### config.mk
export PLATFORM = sky130hd
export DESIGN_NAME = sand_brush_painter
export DESIGN_NICKNAME = d
export VERILOG_FILES = /design/src/rtl/sand_pkg.sv /design/src/rtl/sand_brush_hit.sv /design/src/rtl/sand_brush_painter.sv
export SDC_FILE = /design/constraint.sdc
export NUM_CORES = 1
export LEC_CHECK = 0
export BUFFER_PORTS_ARGS = -buffer_cell sky130_fd_sc_hd__buf_2
export CAP_MARGIN = 25
export CORE_MARGIN = 8
export CORE_UTILIZATION = 37
export CTS_BUF_LIST = sky130_fd_sc_hd__clkbuf_8
export CTS_CLUSTER_DIAMETER = 30
export DETAILED_ROUTE_END_ITERATION = 7
export PLACE_DENSITY_LB_ADDON = 0.3
export SETUP_SLACK_MARGIN = 0.05
export SYNTH_ARGS = -nofsm -noshare
export SYNTH_HDL_FRONTEND = slang
export SYNTH_SLANG_ARGS = --single-unit
### constraint.sdc
create_clock -name clk -period 29 [get_ports clk]
set_input_delay 5.8 -clock clk [delete_from_list [all_inputs] [get_ports clk]]
set_output_delay 5.8 -clock clk [all_outputs]
set_load 0.005 [all_outputs]
### src/rtl/sand_pkg.sv
// Shared types and defaults for the sand grid brush painter.
package sand_pkg;

   localparam int GRID_W_DEF = 160;
   localparam int GRID_H_DEF = 120;
   localparam int ADDR_W_DEF = 15;

   typedef enum logic [1:0] {
      EMPTY = 2'd0,
      SAND  = 2'd1,
      WALL  = 2'd2,
      WATER = 2'd3
   } cell_t;

   typedef struct packed {
      logic [7:0] x;
      logic [7:0] y;
      logic [7:0] radius;
      cell_t      cell_type;
   } brush_cmd_t;

   typedef enum logic [1:0] {
      ST_IDLE  = 2'd0,
      ST_SCAN  = 2'd1,
      ST_WRITE = 2'd2,
      ST_DONE  = 2'd3
   } brush_state_t;

   // Magnitude of a scan offset; offsets never exceed +/-255 so 9 bits suffice.
   function automatic logic [8:0] abs10(input logic signed [9:0] v);
      logic signed [9:0] m;
      if (v < 10'sd0) begin
         m = -v;
      end else begin
         m = v;
      end
      return m[8:0];
   endfunction

endpackage

### src/rtl/sand_brush_hit.sv
// Decides whether a scan position lies inside the brush circle and on the grid.
module sand_brush_hit
   import sand_pkg::*;
#(
   parameter int GRID_W = GRID_W_DEF,
   parameter int GRID_H = GRID_H_DEF
) (
   input  logic signed [9:0] dx,
   input  logic signed [9:0] dy,
   input  logic        [7:0] r,
   input  logic signed [9:0] cx,
   input  logic signed [9:0] cy,
   output logic              hit
);

   localparam logic signed [9:0] GW_S = 10'(GRID_W);
   localparam logic signed [9:0] GH_S = 10'(GRID_H);

   logic [16:0] dx_sq_s;
   logic [16:0] dy_sq_s;
   logic [16:0] dist_sq_s;
   logic [16:0] r_sq_s;
   logic        in_circle_s;
   logic        on_grid_s;

   // Squared distance against squared radius, plus grid clipping of the cell.
   always_comb begin
      dx_sq_s     = 17'(abs10(dx)) * 17'(abs10(dx));
      dy_sq_s     = 17'(abs10(dy)) * 17'(abs10(dy));
      dist_sq_s   = dx_sq_s + dy_sq_s;
      r_sq_s      = 17'(r) * 17'(r);
      in_circle_s = (dist_sq_s <= r_sq_s);
      on_grid_s   = (cx >= 10'sd0) && (cx < GW_S) && (cy >= 10'sd0) && (cy < GH_S);
      hit         = in_circle_s && on_grid_s;
   end

endmodule

### src/rtl/sand_brush_painter.sv
// Stamps a filled circle of one cell type into the grid RAM, one write per hit cell.
module sand_brush_painter
   import sand_pkg::*;
#(
   parameter int GRID_W = GRID_W_DEF,
   parameter int GRID_H = GRID_H_DEF,
   parameter int ADDR_W = ADDR_W_DEF
) (
   input  logic              clk,
   input  logic              reset,
   input  logic              cmd_valid,
   output logic              cmd_ready,
   input  logic [7:0]        cmd_x,
   input  logic [7:0]        cmd_y,
   input  logic [7:0]        cmd_radius,
   input  logic [1:0]        cmd_type,
   output logic              mem_req,
   input  logic              mem_ready,
   output logic [ADDR_W-1:0] mem_addr,
   output logic [1:0]        mem_data,
   output logic              busy,
   output logic              done,
   output logic              error
);

   brush_state_t      state_r;
   brush_state_t      state_next_s;
   brush_cmd_t        cmd_r;
   logic signed [9:0] dx_r;
   logic signed [9:0] dy_r;
   logic signed [9:0] r_s;
   logic signed [9:0] cx_s;
   logic signed [9:0] cy_s;
   logic [ADDR_W-1:0] addr_s;
   logic              hit_s;
   logic              last_s;
   logic              off_grid_s;
   logic              accept_s;
   logic              reject_s;
   logic              issue_s;
   logic              advance_s;

   logic              cmd_ready_r;
   logic              mem_req_r;
   logic [ADDR_W-1:0] mem_addr_r;
   cell_t             mem_data_r;
   logic              busy_r;
   logic              done_r;
   logic              error_r;

   sand_brush_hit #(
      .GRID_W (GRID_W),
      .GRID_H (GRID_H)
   ) u_hit (
      .dx  (dx_r),
      .dy  (dy_r),
      .r   (cmd_r.radius),
      .cx  (cx_s),
      .cy  (cy_s),
      .hit (hit_s)
   );

   // Current cell coordinates, end-of-scan detection, command range check and cell address.
   always_comb begin
      r_s        = $signed({2'b00, cmd_r.radius});
      cx_s       = $signed({2'b00, cmd_r.x}) + dx_r;
      cy_s       = $signed({2'b00, cmd_r.y}) + dy_r;
      last_s     = (dx_r == r_s) && (dy_r == r_s);
      off_grid_s = ({1'b0, cmd_x} >= 9'(GRID_W)) || ({1'b0, cmd_y} >= 9'(GRID_H));
      addr_s     = ADDR_W'(cy_s[8:0]) * ADDR_W'(GRID_W) + ADDR_W'(cx_s[8:0]);
   end

   // Next-state logic and datapath strobes.
   always_comb begin
      state_next_s = state_r;
      accept_s     = 1'b0;
      reject_s     = 1'b0;
      issue_s      = 1'b0;
      advance_s    = 1'b0;
      case (state_r)
         ST_IDLE: begin
            if (cmd_valid && cmd_ready_r) begin
               if (off_grid_s) begin
                  reject_s     = 1'b1;
                  state_next_s = ST_IDLE;
               end else begin
                  accept_s     = 1'b1;
                  state_next_s = ST_SCAN;
               end
            end else begin
               state_next_s = ST_IDLE;
            end
         end
         ST_SCAN: begin
            if (hit_s) begin
               issue_s      = 1'b1;
               state_next_s = ST_WRITE;
            end else begin
               advance_s = 1'b1;
               if (last_s) begin
                  state_next_s = ST_DONE;
               end else begin
                  state_next_s = ST_SCAN;
               end
            end
         end
         ST_WRITE: begin
            if (mem_ready) begin
               advance_s = 1'b1;
               if (last_s) begin
                  state_next_s = ST_DONE;
               end else begin
                  state_next_s = ST_SCAN;
               end
            end else begin
               state_next_s = ST_WRITE;
            end
         end
         ST_DONE: begin
            state_next_s = ST_IDLE;
         end
         default: begin
            state_next_s = ST_IDLE;
         end
      endcase
   end

   // State register.
   always_ff @(posedge clk) begin
      if (reset) begin
         state_r <= ST_IDLE;
      end else begin
         state_r <= state_next_s;
      end
   end

   // Command latch and row-major scan position (dx fastest, wrapping into dy).
   always_ff @(posedge clk) begin
      if (reset) begin
         cmd_r <= '{x: 8'd0, y: 8'd0, radius: 8'd0, cell_type: EMPTY};
         dx_r  <= 10'sd0;
         dy_r  <= 10'sd0;
      end else begin
         if (accept_s || reject_s) begin
            cmd_r <= '{x: cmd_x, y: cmd_y, radius: cmd_radius, cell_type: cell_t'(cmd_type)};
         end
         if (accept_s) begin
            dx_r <= -$signed({2'b00, cmd_radius});
            dy_r <= -$signed({2'b00, cmd_radius});
         end else if (advance_s) begin
            if (dx_r == r_s) begin
               dx_r <= -r_s;
               dy_r <= dy_r + 10'sd1;
            end else begin
               dx_r <= dx_r + 10'sd1;
            end
         end
      end
   end

   // Registered handshake and status outputs, all derived from the next state.
   always_ff @(posedge clk) begin
      if (reset) begin
         cmd_ready_r <= 1'b0;
         mem_req_r   <= 1'b0;
         mem_addr_r  <= '0;
         mem_data_r  <= EMPTY;
         busy_r      <= 1'b0;
         done_r      <= 1'b0;
         error_r     <= 1'b0;
      end else begin
         cmd_ready_r <= (state_next_s == ST_IDLE);
         mem_req_r   <= (state_next_s == ST_WRITE);
         busy_r      <= (state_next_s != ST_IDLE);
         done_r      <= (state_next_s == ST_DONE);
         error_r     <= reject_s;
         if (issue_s) begin
            mem_addr_r <= addr_s;
            mem_data_r <= cmd_r.cell_type;
         end
      end
   end

   assign cmd_ready = cmd_ready_r;
   assign mem_req   = mem_req_r;
   assign mem_addr  = mem_addr_r;
   assign mem_data  = mem_data_r;
   assign busy      = busy_r;
   assign done      = done_r;
   assign error     = error_r;

endmodule

# ---- After elaboration in Yosys (flattened, before gate mapping)
# Cells that the tools add are included.
dict set report totals {
  out_inout_bits 22
  regBits 70
  word_cells 83
}
dict set report op_classes {
  addsub 10
  muxes 25
  n_reduce_logical 14
  n_eq_ne 7
  n_lt_le_gt_ge 9
  mul 4
}
# operator n
set ops {}
lappend ops {{10-bit two-way mux} 6}
lappend ops {{9-bit by 9-bit multiplier with 17-bit output} 2}
lappend ops {{10-bit by 2-bit adder with 10-bit output, second input constant} 2}
lappend ops {{9-bit by 10-bit adder with 10-bit output} 2}
lappend ops {{10-bit by 9-bit == test with 1-bit output} 2}
lappend ops {{10-bit by 1-bit >= comparator with 1-bit output, second input constant} 2}
lappend ops {{10-bit by 1-bit < comparator with 1-bit output, second input constant} 2}
lappend ops {{8-bit negator with 10-bit output} 2}
lappend ops {{9-bit two-way mux} 2}
lappend ops {{9-bit negator} 2}
lappend ops {{17-bit adder} 1}
lappend ops {{17-bit by 16-bit less-or-equal comparator with 1-bit output} 1}
lappend ops {{8-bit by 8-bit multiplier with 16-bit output} 1}
lappend ops {{15-bit by 9-bit adder with 15-bit output} 1}
lappend ops {{1-bit two-way mux} 11}
lappend ops {{10-bit by 8-bit < comparator with 1-bit output, second input constant} 1}
lappend ops {{10-bit by 9-bit < comparator with 1-bit output, second input constant} 1}
lappend ops {{9-bit by 3-bit multiplier with 10-bit output, second input constant} 1}
lappend ops {{2-bit == test, second input constant} 4}
lappend ops {{8-bit by 7-bit >= comparator with 1-bit output, second input constant} 1}
lappend ops {{8-bit >= comparator, second input constant} 1}
lappend ops {{2-bit two-way mux} 4}
lappend ops {{2-bit one-hot mux with 4 select lines} 1}
lappend ops {{1-bit logical AND} 6}
lappend ops {{other kinds (6)} 10}

# ---- Depth between registers and ports, before layout
dict set report logic_depth {
  depth_word 10
  depth_mapped 42
  depth_no_buf 38
}

# ---- Modules after synthesis
# From an unflattened synthesis, not the netlist that was laid out.
dict set report hier_totals {
  hier_cells 1324
  hier_area_um2 11039.3
}
# mod area_per_inst_um2 instances seq_area_each_um2 cells_per_inst
set by_module_without_submodules {}
lappend by_module_without_submodules {sand_brush_hit 6442.4 1 0.0 740}
lappend by_module_without_submodules {sand_brush_painter 4596.9 1 1401.3 584}

# ---- Worst setup path after synthesis
# No wires, ideal clock.
dict set report synth_path {
  path_type {reg2reg}
  start {register dy_r[0]}
  end {register mem_addr_r[10], in the netlist mem_addr[10]}
  arrival_time_ns 9.111
  setup_ns 0.128
  stages_incl_launch_ff 38
  path_buffers 4
  path_slack_ns 19.761
  period_less_slack_ns 9.239
  t_required_ns 28.872
  path_cell_list {dfxtp_1 -> clkbuf_1 -> inv_1 -> ha_1 -> or4b_2 -> o21ai_0 -> xnor2_1 -> nor2_1 -> ha_1 -> xnor2_1 -> fa_1 -> inv_1 -> fa_1 -> fa_1 -> fa_1 -> inv_1 -> fa_1 -> inv_1 -> [... 2 more ...] -> o31ai_1 -> nand2_1 -> a21o_1 -> a21oi_1 -> xnor2_1 -> ha_1 -> a22oi_1 -> o211ai_1 -> a311o_1 -> a221oi_1 -> nand4_1 -> or3_1 -> buf_2 -> or2_1 -> buf_6 -> buf_6 -> mux2i_1 -> nor2_1}
}
dict set report synth_via {
  elab_chain_cells 8
  elab_cells_between_ends 16
  cone_classes {4 x add/sub; 2 x mul; 4 x order compare; 3 x mux; 3 x reduce/logical}
}
# element line
set synth_rtl {}
lappend synth_rtl {{start: declaration} sand_brush_painter.sv:30} ;# logic signed [9:0] dy_r;
lappend synth_rtl {{start signal: assignment} sand_brush_painter.sv:149} ;# dy_r <= -$signed({2'b00, cmd_radius});
lappend synth_rtl {{start signal: assignment} sand_brush_painter.sv:153} ;# dy_r <= dy_r + 10'sd1;
lappend synth_rtl {{9-bit negator / 10-bit by 1-bit < comparator with 1-bit output (equally long branches)} {sand_pkg.sv:33, sand_pkg.sv:32}}
lappend synth_rtl {{9-bit two-way mux} sand_pkg.sv:32} ;# if (v < 10'sd0) begin
lappend synth_rtl {{9-bit by 9-bit multiplier with 17-bit output} sand_brush_hit.sv:29} ;# dy_sq_s = 17'(abs10(dy)) * 17'(abs10(dy));
lappend synth_rtl {{17-bit adder} sand_brush_hit.sv:30} ;# dist_sq_s = dx_sq_s + dy_sq_s;
lappend synth_rtl {{17-bit by 16-bit less-or-equal comparator with 1-bit output} sand_brush_hit.sv:32} ;# in_circle_s = (dist_sq_s <= r_sq_s);
lappend synth_rtl {{1-bit logical AND} sand_brush_hit.sv:34} ;# hit = in_circle_s && on_grid_s;
lappend synth_rtl {{1-bit two-way mux} sand_brush_painter.sv:95} ;# if (hit_s) begin
lappend synth_rtl {{1-bit two-way mux} sand_brush_painter.sv:80} ;# case (state_r)
lappend synth_rtl {{end signal: assignment} sand_brush_painter.sv:178} ;# mem_addr_r <= addr_s;
lappend synth_rtl {{end: declaration} sand_brush_painter.sv:45} ;# logic [ADDR_W-1:0] mem_addr_r;
# Several ways; a longest one is shown, not always the timed one.
# A chain may end at the register's enable or synchronous reset.

# ---- Worst setup path after layout
dict set report layout_path {
  start {register dy_r[0]}
  end {register mem_addr_r[2], in the netlist mem_addr[2]}
}
dict set report layout_via {
  elab_chain_cells 8
  elab_cells_between_ends 14
  cone_classes {3 x add/sub; 1 x mul; 4 x order compare; 3 x mux; 3 x reduce/logical}
}
# element line
set layout_rtl {}
lappend layout_rtl {{9-bit negator / 10-bit by 1-bit < comparator with 1-bit output (equally long branches)} {sand_pkg.sv:33, sand_pkg.sv:32}}
lappend layout_rtl {{9-bit two-way mux} sand_pkg.sv:32}
lappend layout_rtl {{9-bit by 9-bit multiplier with 17-bit output} sand_brush_hit.sv:29}
lappend layout_rtl {{17-bit adder} sand_brush_hit.sv:30}
lappend layout_rtl {{17-bit by 16-bit less-or-equal comparator with 1-bit output} sand_brush_hit.sv:32}
lappend layout_rtl {{1-bit logical AND *} sand_brush_hit.sv:34}
lappend layout_rtl {{1-bit two-way mux *} sand_brush_painter.sv:95}
lappend layout_rtl {{1-bit two-way mux *} sand_brush_painter.sv:80}
# Every way passes the cells marked *; elsewhere a longest branch is shown, timed or not.

==> summary.txt <==
I/O pin count: 52
Initial antenna violation count: 0
Warnings, synthesis: 0
Vias after detailed routing: 9004
Crit path max fanout: 17
Gate Count Post-Synth: 1369
Die H: 190.4 um
WP data required: 29.21 ns
Post-CTS resize count: 0
Vias in the first global route: 9217
Cell taking the most area after synthesis: fa_1
Final WS setup: 17.88 ns
Buf/Inv on CP: 4
Hold Path Sink: cmd_r[22]
Maximum VDD drop: 0.04009 mV
GR Util All Layers: 15.50%
Number of flops mapped to enable cells by yosys: 0
CTS Root Buffer Type: clkbuf_8
Antenna fix cells: 0
Worst r2r src: dy_r[0]
Slew Limit Fails: 0
Starting Density: 37.16%
Die Width: 190.4 um
Hold Path Cell Cnt: 2
RSZ-0062 raised after global routing: no
Inst Count DP: 1768
Number of remaining DRC errors: 0
H-tree Lvls: 3
Detail Route Antenna Nets: 0
WS Path Type: register to register
Drt first-iter violations: 366
Non-filler cells, final: 1787
FF-to-FF path depth: 34
Critical-path top delay cell: dfxtp_1
CP top delay family: adder cells
Drt wl/cell: 15.56 um
Detailed placer's ending HPWL: 22.46 mm
Dpl ws: 17.97 ns
Die area: 0.03623 mm^2
First-pass GRT wire length: 46.32 mm
Max Cap Viol: 0
Total gr overflow: 0
CTS hold repair buffers: 0
Skew-Pair Late Insertion Delay: 0.36 ns
Fin nets: 1686
Crit-path max cell delay: 0.82 ns
Synthesized net count: 1669
Hold path startpoint: cmd_r[22]
Most used cell along the critical path: fa_1
Core area: 0.03027 mm^2
Hold_ws: 0.4634 ns
Worst slew margin: 33.59%
Top post-synthesis cells by area: fa_1, ha_1, dfxtp_1
Fraction of registers with async set/reset: 0%
Dpl cell area: 0.01181 mm^2
Minimum clock period: 11.12 ns
Setup Skew: 0.01765 ns
Design Power: 303.6 uW
Syn_area_per_cell: 8.216 um^2
CTS tree: yes
Max Freq: 89.90 MHz
Outcome: completed
PortBufs: 51
Flops & latches, synth: 70
Reg-to-reg slack, setup: 17.88 ns
Num CTS Buffers: 9
Util after Layout: 39.87%
Worst setup EP type: register
WL final: 27.80 mm
Initial DRT Pass Iterations: 5
Sequential share of the synthesized area: 12.46%
GP Congestion: 0.8529
# rows: 64
CP Launch Type: register
Synthesized area: 0.01125 mm^2
Crit path DAT: 11.33 ns
Final setup violation count: 0
Pwr Density: 25.16 mW/mm^2
Crit path depth: 34
Worst min path class: register to register
Area Growth Syn to Fin: 7.298%
Synth Flop Type: dfxtp_1
Clk buf depth: 2
Crit share post-route: 38.36%
Clk slew on worst S/H paths: 0.08 ns
Largest net degree at the start of global routing: 65
Share of cells above drive strength 1: 6.542%
Fin area: 0.01207 mm^2
Synth top area share: 21.89%
Static Leak: 6.174 nW
Setup TNS: 0 ns
Slew @ Worst Pin: 0.9927 ns
Distinct cells, synth: 67
Postcts setup bufs: 0
Vias per Instance: 5.039
Final hold violation count: 0
Crit Reg-Reg Endpoint: mem_addr[2]
TritonCTS Sinks: 70
[worst max path at each step]
stage	from	endpoint	slack, ns
after global routing	dy_r[0]	mem_addr[2]	17.18
after global placement	dy_r[0]	mem_addr[14]	18.16
after CTS	dy_r[0]	mem_addr[2]	17.91
after detailed placement	dy_r[0]	mem_addr[2]	17.97
after floorplan	dy_r[0]	mem_addr[10]	19.76
final	dy_r[0]	mem_addr[2]	17.88
[power breakdown]
part / switching (mW) / leakage, nW / internal (mW)
Combinational: 0.0615 / 5.50 / 0.0415
Clock: 0.0431 / 0.108 / 0.0488
Sequential: 0.00903 / 0.568 / 0.0998
[worst reg2reg max path, delay by kind of cell, from the launching register on]
kind | cells | cell delay (ns)
AOI/OAI and AO/OA | 9 | 2.14
and+or+nand+nor | 8 | 2.02
buffers and inverters | 4 | 0.97
muxes | 1 | 0.30
adders and majority gates | 9 | 3.71
DFF | 1 | 0.82
xor gates and xnor gates | 3 | 1.03
[routing by layer]
layer,GRT usage (%),vias up,part of all wire [%]
met5,0,-,0
met4,4.594,0,2.3
met2,26.58,183,48
met1,20.21,4318,46
li1,-,4468,-
met3,1.774,35,3.9
[sequential cells by signal (all words and copies together), names as in the netlist, 2 cells and up]
name	cells
mem_data	2
cmd_r	26
mem_addr	15
dy_r	10
state_r	2
dx_r	10
[cells by family after synthesis]
| family | synth area share [%] |
|---|---|
| buf+inv | 9.756 |
| xor+xnor | 9.311 |
| compound gates | 12.59 |
| other cells | 0.06677 |
| fa+ha+maj | 38.25 |
| simple gates | 15.86 |
| flops | 12.46 |
| mux | 1.702 |
[cell type report]
cell class / instances / area [um^2]
clock buffer: 9 / 123.9
clock inverter: 7 / 96.34
tap: 396 / 495.5
fill: 3110 / 18200
multi-input combinational: 1015 / 8748
sequential: 70 / 1401
timing repair buffer: 61 / 342.8
inverter: 229 / 859.6
[synthesized netlist by cell type (3+ instances only)]
master    instances
nor2_1          121
inv_1           226
o21ai_0          39
and2_1           20
mux2i_1          18
clkbuf_1         44
o31ai_1          12
o22ai_1           5
xor2_1           30
o21bai_1          4
buf_6             3
a21oi_1          83
or3_1             4
nand2_1         115
buf_2             7
nor4b_1           4
a211oi_1          9
or2_2             8
o211ai_1          4
nor3_1           27
nand4_1          10
a31oi_1           3
ha_1            147
a21boi_0          6
nand3_1          18
clkinv_1          3
a311o_1           3
and3_1            5
dfxtp_1          70
a21o_1           20
nand2b_1         21
nor4_1            9
o21a_1           12
fa_1            123
or4_1             3
xnor2_1          85
nor2b_1          10
[placed cells by master (no fill, tap or decap), types with 5 or more instances in the layout]
cell	Yosys	routed
buf_2	7	51
a21oi_1	83	83
nor2_1	121	121
o21a_1	12	12
xor2_1	30	30
ha_1	147	147
or2_2	8	8
nand2b_1	21	21
xnor2_1	85	85
a21boi_0	6	6
o22ai_1	5	5
a21o_1	20	20
and3_1	5	5
fa_1	123	123
clkbuf_8	0	9
nand4_1	10	10
and2_1	20	20
dfxtp_1	70	70
a211oi_1	9	9
o31ai_1	12	12
mux2i_1	18	18
inv_1	226	227
nand3_1	18	18
o21ai_0	39	39
nor2b_1	10	10
buf_4	0	8
nor3_1	27	27
nand2_1	115	115
nor4_1	9	9
Power figures use the tool's default switching activity.
